===== src/rtl/data_mem_arbiter_pkg.sv =====
// Shared types for the data-memory arbiter: FSM states, memory-port control
// bundle and the fixed debug access width.
package data_mem_arbiter_pkg;

  typedef enum logic [1:0] {
    IDLE  = 2'd0,
    WAIT  = 2'd1,
    FORCE = 2'd2
  } arb_state_t;

  // Debug/loader accesses are always full 32-bit words.
  localparam logic [2:0] DBG_FUNCT3 = 3'b010;

  typedef struct packed {
    logic       rd_en;
    logic       wr_en;
    logic [2:0] funct3;
  } mem_ctrl_t;

  function automatic int cnt_width(input int limit);
    return $clog2(limit) + 1;
  endfunction

endpackage


===== src/rtl/starve_counter.sv =====
// Saturating up-counter with synchronous clear, used to bound debug waiting.
module starve_counter #(
  parameter int LIMIT = 8,
  parameter int W     = $clog2(LIMIT) + 1
) (
  input  logic         clk,
  input  logic         rst,
  input  logic         clr,
  input  logic         en,
  output logic [W-1:0] cnt
);

  localparam logic [W-1:0] MAX = W'(LIMIT);

  always_ff @(posedge clk or posedge rst) begin
    if (rst) begin
      cnt <= '0;
    end else if (clr) begin
      cnt <= '0;
    end else if (en && cnt != MAX) begin
      cnt <= cnt + W'(1);
    end
  end

endmodule


===== src/rtl/data_mem_arbiter.sv =====
// Shares one DataMemory port between the CPU MEM stage and a debug/loader
// port; the CPU wins until the debug request has starved long enough.
module data_mem_arbiter
  import data_mem_arbiter_pkg::*;
#(
  parameter int ADDR_WIDTH   = 9,
  parameter int DATA_WIDTH   = 32,
  parameter int STARVE_LIMIT = 8
) (
  input  logic                  clk,
  input  logic                  rst,
  input  logic                  cpu_rd_en,
  input  logic                  cpu_wr_en,
  input  logic [ADDR_WIDTH-1:0] cpu_addr,
  input  logic [DATA_WIDTH-1:0] cpu_wdata,
  input  logic [2:0]            cpu_funct3,
  output logic [DATA_WIDTH-1:0] cpu_rdata,
  output logic                  cpu_stall,
  input  logic                  dbg_req,
  input  logic                  dbg_we,
  input  logic [ADDR_WIDTH-1:0] dbg_addr,
  input  logic [DATA_WIDTH-1:0] dbg_wdata,
  output logic                  dbg_gnt,
  output logic                  dbg_rvalid,
  output logic [DATA_WIDTH-1:0] dbg_rdata,
  output logic                  mem_rd_en,
  output logic                  mem_wr_en,
  output logic [ADDR_WIDTH-1:0] mem_addr,
  output logic [DATA_WIDTH-1:0] mem_wdata,
  output logic [2:0]            mem_funct3,
  input  logic [DATA_WIDTH-1:0] mem_rdata
);

  localparam int CW = cnt_width(STARVE_LIMIT);
  localparam logic [CW-1:0] FORCE_AT = CW'(STARVE_LIMIT - 1);

  arb_state_t    state;
  logic [CW-1:0] starve_cnt;
  logic          cpu_access;
  logic          dbg_win;
  logic          cnt_clr;
  logic          cnt_en;
  mem_ctrl_t     cpu_ctrl;
  mem_ctrl_t     dbg_ctrl;
  mem_ctrl_t     mem_ctrl;

  assign cpu_access = cpu_rd_en | cpu_wr_en;
  assign cpu_ctrl   = '{rd_en: cpu_rd_en, wr_en: cpu_wr_en, funct3: cpu_funct3};
  assign dbg_ctrl   = '{rd_en: ~dbg_we, wr_en: dbg_we, funct3: DBG_FUNCT3};

  // Debug owns the port when forced, or opportunistically when the CPU is quiet.
  always_comb begin
    dbg_win = 1'b0;
    if (!rst) begin
      if (state == FORCE) begin
        dbg_win = 1'b1;
      end else begin
        dbg_win = dbg_req & ~cpu_access;
      end
    end
  end

  assign dbg_gnt   = dbg_win;
  assign cpu_stall = ~rst & (state == FORCE);
  assign cpu_rdata = dbg_win ? '0 : mem_rdata;

  always_comb begin
    mem_ctrl  = cpu_ctrl;
    mem_addr  = cpu_addr;
    mem_wdata = cpu_wdata;
    if (dbg_win) begin
      mem_ctrl  = dbg_ctrl;
      mem_addr  = dbg_addr;
      mem_wdata = dbg_wdata;
    end
    if (rst) begin
      mem_ctrl.rd_en = 1'b0;
      mem_ctrl.wr_en = 1'b0;
    end
  end

  assign mem_rd_en  = mem_ctrl.rd_en;
  assign mem_wr_en  = mem_ctrl.wr_en;
  assign mem_funct3 = mem_ctrl.funct3;

  // The counter is zero in IDLE, so enabling it on IDLE->WAIT loads 1.
  always_comb begin
    cnt_en  = 1'b0;
    cnt_clr = 1'b0;
    case (state)
      IDLE, WAIT: begin
        cnt_en  = dbg_req & cpu_access;
        cnt_clr = ~cnt_en;
      end
      default: cnt_clr = 1'b1;
    endcase
  end

  starve_counter #(
    .LIMIT (STARVE_LIMIT),
    .W     (CW)
  ) u_starve (
    .clk (clk),
    .rst (rst),
    .clr (cnt_clr),
    .en  (cnt_en),
    .cnt (starve_cnt)
  );

  always_ff @(posedge clk or posedge rst) begin
    if (rst) begin
      state      <= IDLE;
      dbg_rvalid <= 1'b0;
      dbg_rdata  <= '0;
    end else begin
      dbg_rvalid <= dbg_win & ~dbg_we;
      if (dbg_win && !dbg_we) begin
        dbg_rdata <= mem_rdata;
      end
      case (state)
        IDLE: begin
          if (dbg_req && cpu_access) state <= WAIT;
        end
        WAIT: begin
          if (!dbg_req || !cpu_access) begin
            state <= IDLE;
          end else if (starve_cnt == FORCE_AT) begin
            state <= FORCE;
          end
        end
        default: state <= IDLE;
      endcase
    end
  end

endmodule


===== config.mk =====
export PLATFORM = sky130hd
export DESIGN_NAME = data_mem_arbiter
export DESIGN_NICKNAME = d
export VERILOG_FILES = /design/src/rtl/data_mem_arbiter_pkg.sv /design/src/rtl/starve_counter.sv /design/src/rtl/data_mem_arbiter.sv
export SDC_FILE = /design/constraint.sdc
export NUM_CORES = 1
export LEC_CHECK = 0
export BUFFER_PORTS_ARGS = -buffer_cell sky130_fd_sc_hd__buf_4
export CORE_AREA = 2 2 92 94
export CTS_CLUSTER_DIAMETER = 60
export DETAILED_ROUTE_END_ITERATION = 10
export DIE_AREA = 0 0 94 96
export HOLD_SLACK_MARGIN = 0.03
export PLACE_DENSITY = 0.81
export SLEW_MARGIN = 30
export SYNTH_ARGS = -nofsm -noshare
export SYNTH_HDL_FRONTEND = slang
export SYNTH_SLANG_ARGS = --single-unit

===== constraint.sdc =====
create_clock -name clk -period 2.2 [get_ports clk]
set_clock_uncertainty 0.05 [all_clocks]
set_input_delay 0.22 -clock clk [delete_from_list [all_inputs] [get_ports clk]]
set_output_delay 0.22 -clock clk [all_outputs]
set_load 0.005 [all_outputs]

After elaboration in Yosys (flattened, before gate mapping)
Index checks and enable logic that the tools add are counted.

word-level totals
  word-level logic and storage cells = 46
  register bits = 39
  output and inout bits = 113
  bits of input ports = 123

operators by class
  equality and inequality tests = 6
  multiplexer cells = 15
  reductions and logical operators = 11
  bitwise operators = 9
  add/sub/neg operators = 1

operators by type and width
  operator                                                         count
  32-bit 2-to-1 mux                                                2
  9-bit 2-to-1 mux                                                 1
  2-bit 2-to-1 mux                                                 4
  4-bit 2-to-1 mux                                                 2
  5-bit 2-to-1 mux                                                 1
  4-bit by 1-bit adder with 4-bit output, second input constant    1
  1-bit AND                                                        4
  4-bit by 3-bit == test with 1-bit output, second input constant  1
  1-bit 2-to-1 mux                                                 4
  4-bit != test, second input constant                             1
  1-bit inverter                                                   4
  2-bit case mux with 2 select lines                               1
  1-bit logical AND                                                3
  1-bit zero test                                                  3
  3-bit != test, second input constant                             1
  2-bit by 1-bit == test with 1-bit output, second input constant  1
  2-bit == test, second input constant                             1
  2-bit zero test                                                  1
  2-bit != test, second input constant                             1
  2-bit AND reduction                                              1
  2-bit nonzero test                                               1
  2-bit OR reduction                                               1
  1-bit logical OR                                                 1
  1-bit OR                                                         1

Longest topological paths before layout
  depth after elaboration = 7
  depth in mapped cells = 5
  mapped depth without buffers = 5

Hierarchy
Synthesis repeated with hierarchy kept, for this count alone.

second synthesis, totals
  cell total of the unflattened synthesis = 201
  area, all modules = 2476.1 um^2

by module, submodules not included
  module            instances  cells an instance  area each (um^2)  seq. area each (um^2)
  data_mem_arbiter  1          177                2239.6            875.8
  starve_counter    1          24                 236.5             100.1

Least setup slack after synthesis
OpenSTA, ideal clock, no wires.

  path kind = in2out
  from = in cpu_wr_en
  to = out mem_wdata[25]
  setup slack = 0.427 ns
  arrival time = 1.503 ns
  cell stages on the path = 5
  data required time = 1.930 ns
  path buffers = 2
  path through = or3b_1 a21oi_2 buf_4 buf_4 mux2_2

on the way
  word-level cells in the longest chain between the ends = 6

ends and longest elaborated chain
  what               line                    text
  start, declared    data_mem_arbiter.sv:13  input logic cpu_wr_en,
  1-bit OR           data_mem_arbiter.sv:47  assign cpu_access = cpu_rd_en | cpu_wr_en;
  1-bit inverter     data_mem_arbiter.sv:58  dbg_win = dbg_req & ~cpu_access;
  1-bit AND          data_mem_arbiter.sv:58
  1-bit 2-to-1 mux   data_mem_arbiter.sv:55  if (state == FORCE) begin
  1-bit 2-to-1 mux   data_mem_arbiter.sv:54  if (!rst) begin
  32-bit 2-to-1 mux  data_mem_arbiter.sv:71  if (dbg_win) begin
  end, declared      data_mem_arbiter.sv:29  output logic [DATA_WIDTH-1:0] mem_wdata,

No other way between the ends.

Final worst setup path
  from = in rst
  to = out mem_addr[5]

on the way
  word-level cells in the longest chain between the ends = 2

ends and longest elaborated chain
  what              line                    text
  start, declared   data_mem_arbiter.sv:11  input logic rst,
  1-bit 2-to-1 mux  data_mem_arbiter.sv:54
  9-bit 2-to-1 mux  data_mem_arbiter.sv:71
  end, declared     data_mem_arbiter.sv:28  output logic [ADDR_WIDTH-1:0] mem_addr,

No other way between the ends.

==> results.py <==
metrics = {
    "run_status": {
        "status": "finished, final reports clean",
    },
    "place": {
        "gp_congestion": 0.7616,
        "pre_cts_ws_ps": 110.1,
        "hpwl_mm": 7.345,
        "dpl-instance-area_um2": 4318,
        "io_buffers": 235,
    },
    "pwr": {
        "power.total_mw": 2.453,
        "seqPwrFrac_pct": 38.7,
        "p_leak_nw": 2.368,
        "swShare_pct": 24.96,
        "power_frac_comb_pct": 37.7,
        "ir_worst_vdd_mv": 0.2811,
        "p_int_mw": 1.841,
        "switchingPower_mw": 0.6122,
        "p_clk_share_pct": 23.6,
        "power_density_nw_per_um2": 544.0,
    },
    "worst_setup_path": {
        "crit_chain": "dlygate4sd3_1 > buf_4 > a21oi_4 > buf_12 > buf_16 > mux2_2 > buf_4",
        "slowest_stage": "dlygate4sd3_1",
        "crit_fanout": 26,
        "worstPathRequired_ps": 1930,
        "crit_path_start_kind": "input pin",
        "endpoint_kind": "primary output",
        "worst_path_largest_cell_delay_ps": 540,
        "crit_path_frequent_cell": "buf_4",
        "crit_arrival_ps": 1890,
        "timing_worst_setup_path_type": "in2out",
        "reg2regPathDepth": 4,
    },
    "timing": {
        "setup-tns-final_ps": 0,
        "period_share_pct": 98.37,
        "fmax_mhz": 462.1,
        "setup_viol": 0,
        "hold_ws_ps": 116.2,
        "final_max_slew_viol_count": 0,
        "relSlewSlack_pct": 63.51,
        "final-hold-violation-count": 0,
        "rsz0062_at_grt": "no",
        "worstMarginPinSlew_ps": 544.0,
        "fin_crit_ps": 2164,
        "worst_slack_ps": 35.80,
    },
    "run": {
        "cap_viol_max_count": 0,
    },
    "floorplan": {
        "num_rows": 33,
        "initial_utilization_pct": 30.33,
        "dieWidth_um": 94,
        "dieArea_um2": 9024,
        "coreArea_um2": 8051,
        "die_h_um": 96,
        "pin_count": 236,
    },
    "global_routing": {
        "grt_max_degree": 27,
        "grt_pass1_vias": 2460,
        "grt_use_total_pct": 18.40,
        "gr-total-overflow": 0,
        "antenna_found_initial": 0,
        "grt_pass1_wl_mm": 12.73,
    },
    "drt": {
        "route.vias.total": 2443,
        "wl_met3_um": 793,
        "wirelength_mm": 9.016,
        "dr_wl_met2_mm": 4.618,
        "wl_per_cell_um": 16.70,
        "drt_iter0_markers": 37,
        "via_per_inst": 4.524,
        "dr.pass1.iters": 4,
        "wl_met1_mm": 3.512,
        "top_layer_used": "met4",
        "drc_errors": 0,
        "antenna_left": 0,
    },
    "worst_hold_path": {
        "holdCritPathClass": "in2reg",
        "hold_depth": 2,
    },
    "clocking": {
        "cts_buffers": 5,
        "clock-sinks": 39,
        "cts_root_buf": "clkbuf_8",
        "cts_max_path_buffers": 2,
        "clk_pin_slew_ps": 80,
        "cts_tree": "yes",
        "h-tree-depth": 2,
        "clk_latency_ps": 280,
    },
    "yosys": {
        "synth-seq-cells": 39,
        "synth_cells": 196,
        "synth.distinct_cells": 27,
        "synth_compound_area_share_pct": 2.357,
        "synth-xor-area-share_pct": 0.7172,
        "synth_adder_area_share_pct": 1.025,
        "seq_area_frac_synth_pct": 39.96,
        "synth-simple-area-share_pct": 12.96,
        "synth_nets": 321,
        "syn-cell-area_um2": 2442,
        "postSynthAreaPerCell_um2": 12.46,
        "synth_top_family_by_area": "multiplexers",
        "yosys_warnings": 0,
        "synthMuxAreaShare_pct": 38.52,
    },
    "layout": {
        "layout_common_cells": "buf_4, mux2_2, dfrtp_1",
        "n_antenna_cell": 0,
        "finalNetCount": 560,
        "design_area_um2": 4509,
        "drive_gt1_share_pct": 75.40,
        "syn_to_final_growth_pct": 84.63,
        "layout_commonest_cell": "buf_4",
    },
}
## per-layer routing
metal | GRT usage (%) | vias up
met5 | 0 | -
met4 | 4.348 | 0
met2 | 32.92 | 135
li1 | - | 1147
met3 | 5.168 | 9
met1 | 21.94 | 1152
## power by group through the flow
| stage | clock [mW] | sequential, mW | combinational, mW |
|---|---|---|---|
| after detailed placement | 0 | 0.955 | 0.931 |
| after CTS | 0.601 | 0.951 | 0.940 |
| after floorplan | 0 | 0.956 | 0.331 |
| after global placement | 0 | 0.955 | 0.908 |
| final | 0.579 | 0.950 | 0.924 |
| after global routing | 0.638 | 0.969 | 0.991 |
## Yosys cell counts
library cell / number / share of area, %
nand3_1: 1 / 0.20
buf_6: 4 / 1.8
nor2b_1: 35 / 9.0
nand4_1: 1 / 0.26
clkbuf_1: 3 / 0.46
or2_2: 1 / 0.26
buf_4: 2 / 0.61
nand2b_1: 3 / 0.77
nand2_1: 3 / 0.46
o211ai_1: 1 / 0.31
a211o_1: 1 / 0.36
buf_2: 3 / 0.61
nand3b_1: 2 / 0.61
inv_1: 6 / 0.92
mux2_2: 44 / 20
a21oi_2: 1 / 0.36
a21bo_2: 1 / 0.41
a21o_1: 1 / 0.31
or3b_1: 1 / 0.36
dfrtp_1: 39 / 40
xnor2_1: 2 / 0.72
mux2i_1: 1 / 0.41
ha_1: 2 / 1.0
mux2_4: 29 / 18
a21oi_1: 3 / 0.61
or2b_1: 1 / 0.31
nor2_1: 5 / 0.77
## critical path, delay by kind of cell
kind	cells	cell delay, ps
buf+inv	5	1160
mux	1	370
compound gates	1	130
## per-stage QoR
step,utilization [%],instances
3_5_place_dp,53.63,530
4_1_cts,56.01,540
2_1_floorplan,-,196
6_report,56.01,540
3_3_place_gp,53.63,530
5_1_grt,56.01,540
## registers in the layout, indices dropped and copies added (netlist names)
register,cells
dbg_rvalid,1
u_starve.cnt,4
dbg_rdata,32
state,2
## cells by family (layout without fill, tap and decap cells)
family                     Yosys count  in the layout
DFF                                 39             39
and+or+nand+nor                     53             53
xor gates and xnor gates             2              2
adders and majority gates            2              2
muxes                               74             74
AOI/OAI and AO/OA                    8              8
buffers and inverters               18            257
## layout make-up
type                    count  area (um^2)
fillers                   709         3542
multi-input cells         139         1374
flip-flops and latches     39        975.9
clock buffers               5        68.82
inverters                   6        22.52
clock inverters             2        37.54
well taps                 105        131.4
repair buffers            244         1899
## timing repair
item,in CTS,in global routing
hold buffers,1,0
setup buffers,1,0
setup endpoints to repair,41,0
resized for setup,7,0
endpoints found under the hold margin,13,0
## final timing paths
| check | startpoint | end | slack, ps |
|---|---|---|---|
| min in group asynchronous | rst | state[1] | 470 |
| max in group asynchronous | rst | dbg_rdata[3] | 970 |
| worst min register to register | dbg_rdata[30] | dbg_rdata[30] | 460 |
| worst max register to register | state[0] | dbg_rdata[6] | 560 |
| worst max-delay path | rst | mem_addr[5] | 40 |
| worst min-delay path | mem_rdata[9] | dbg_rdata[9] | 120 |
(Power assumes the default switching activity.)
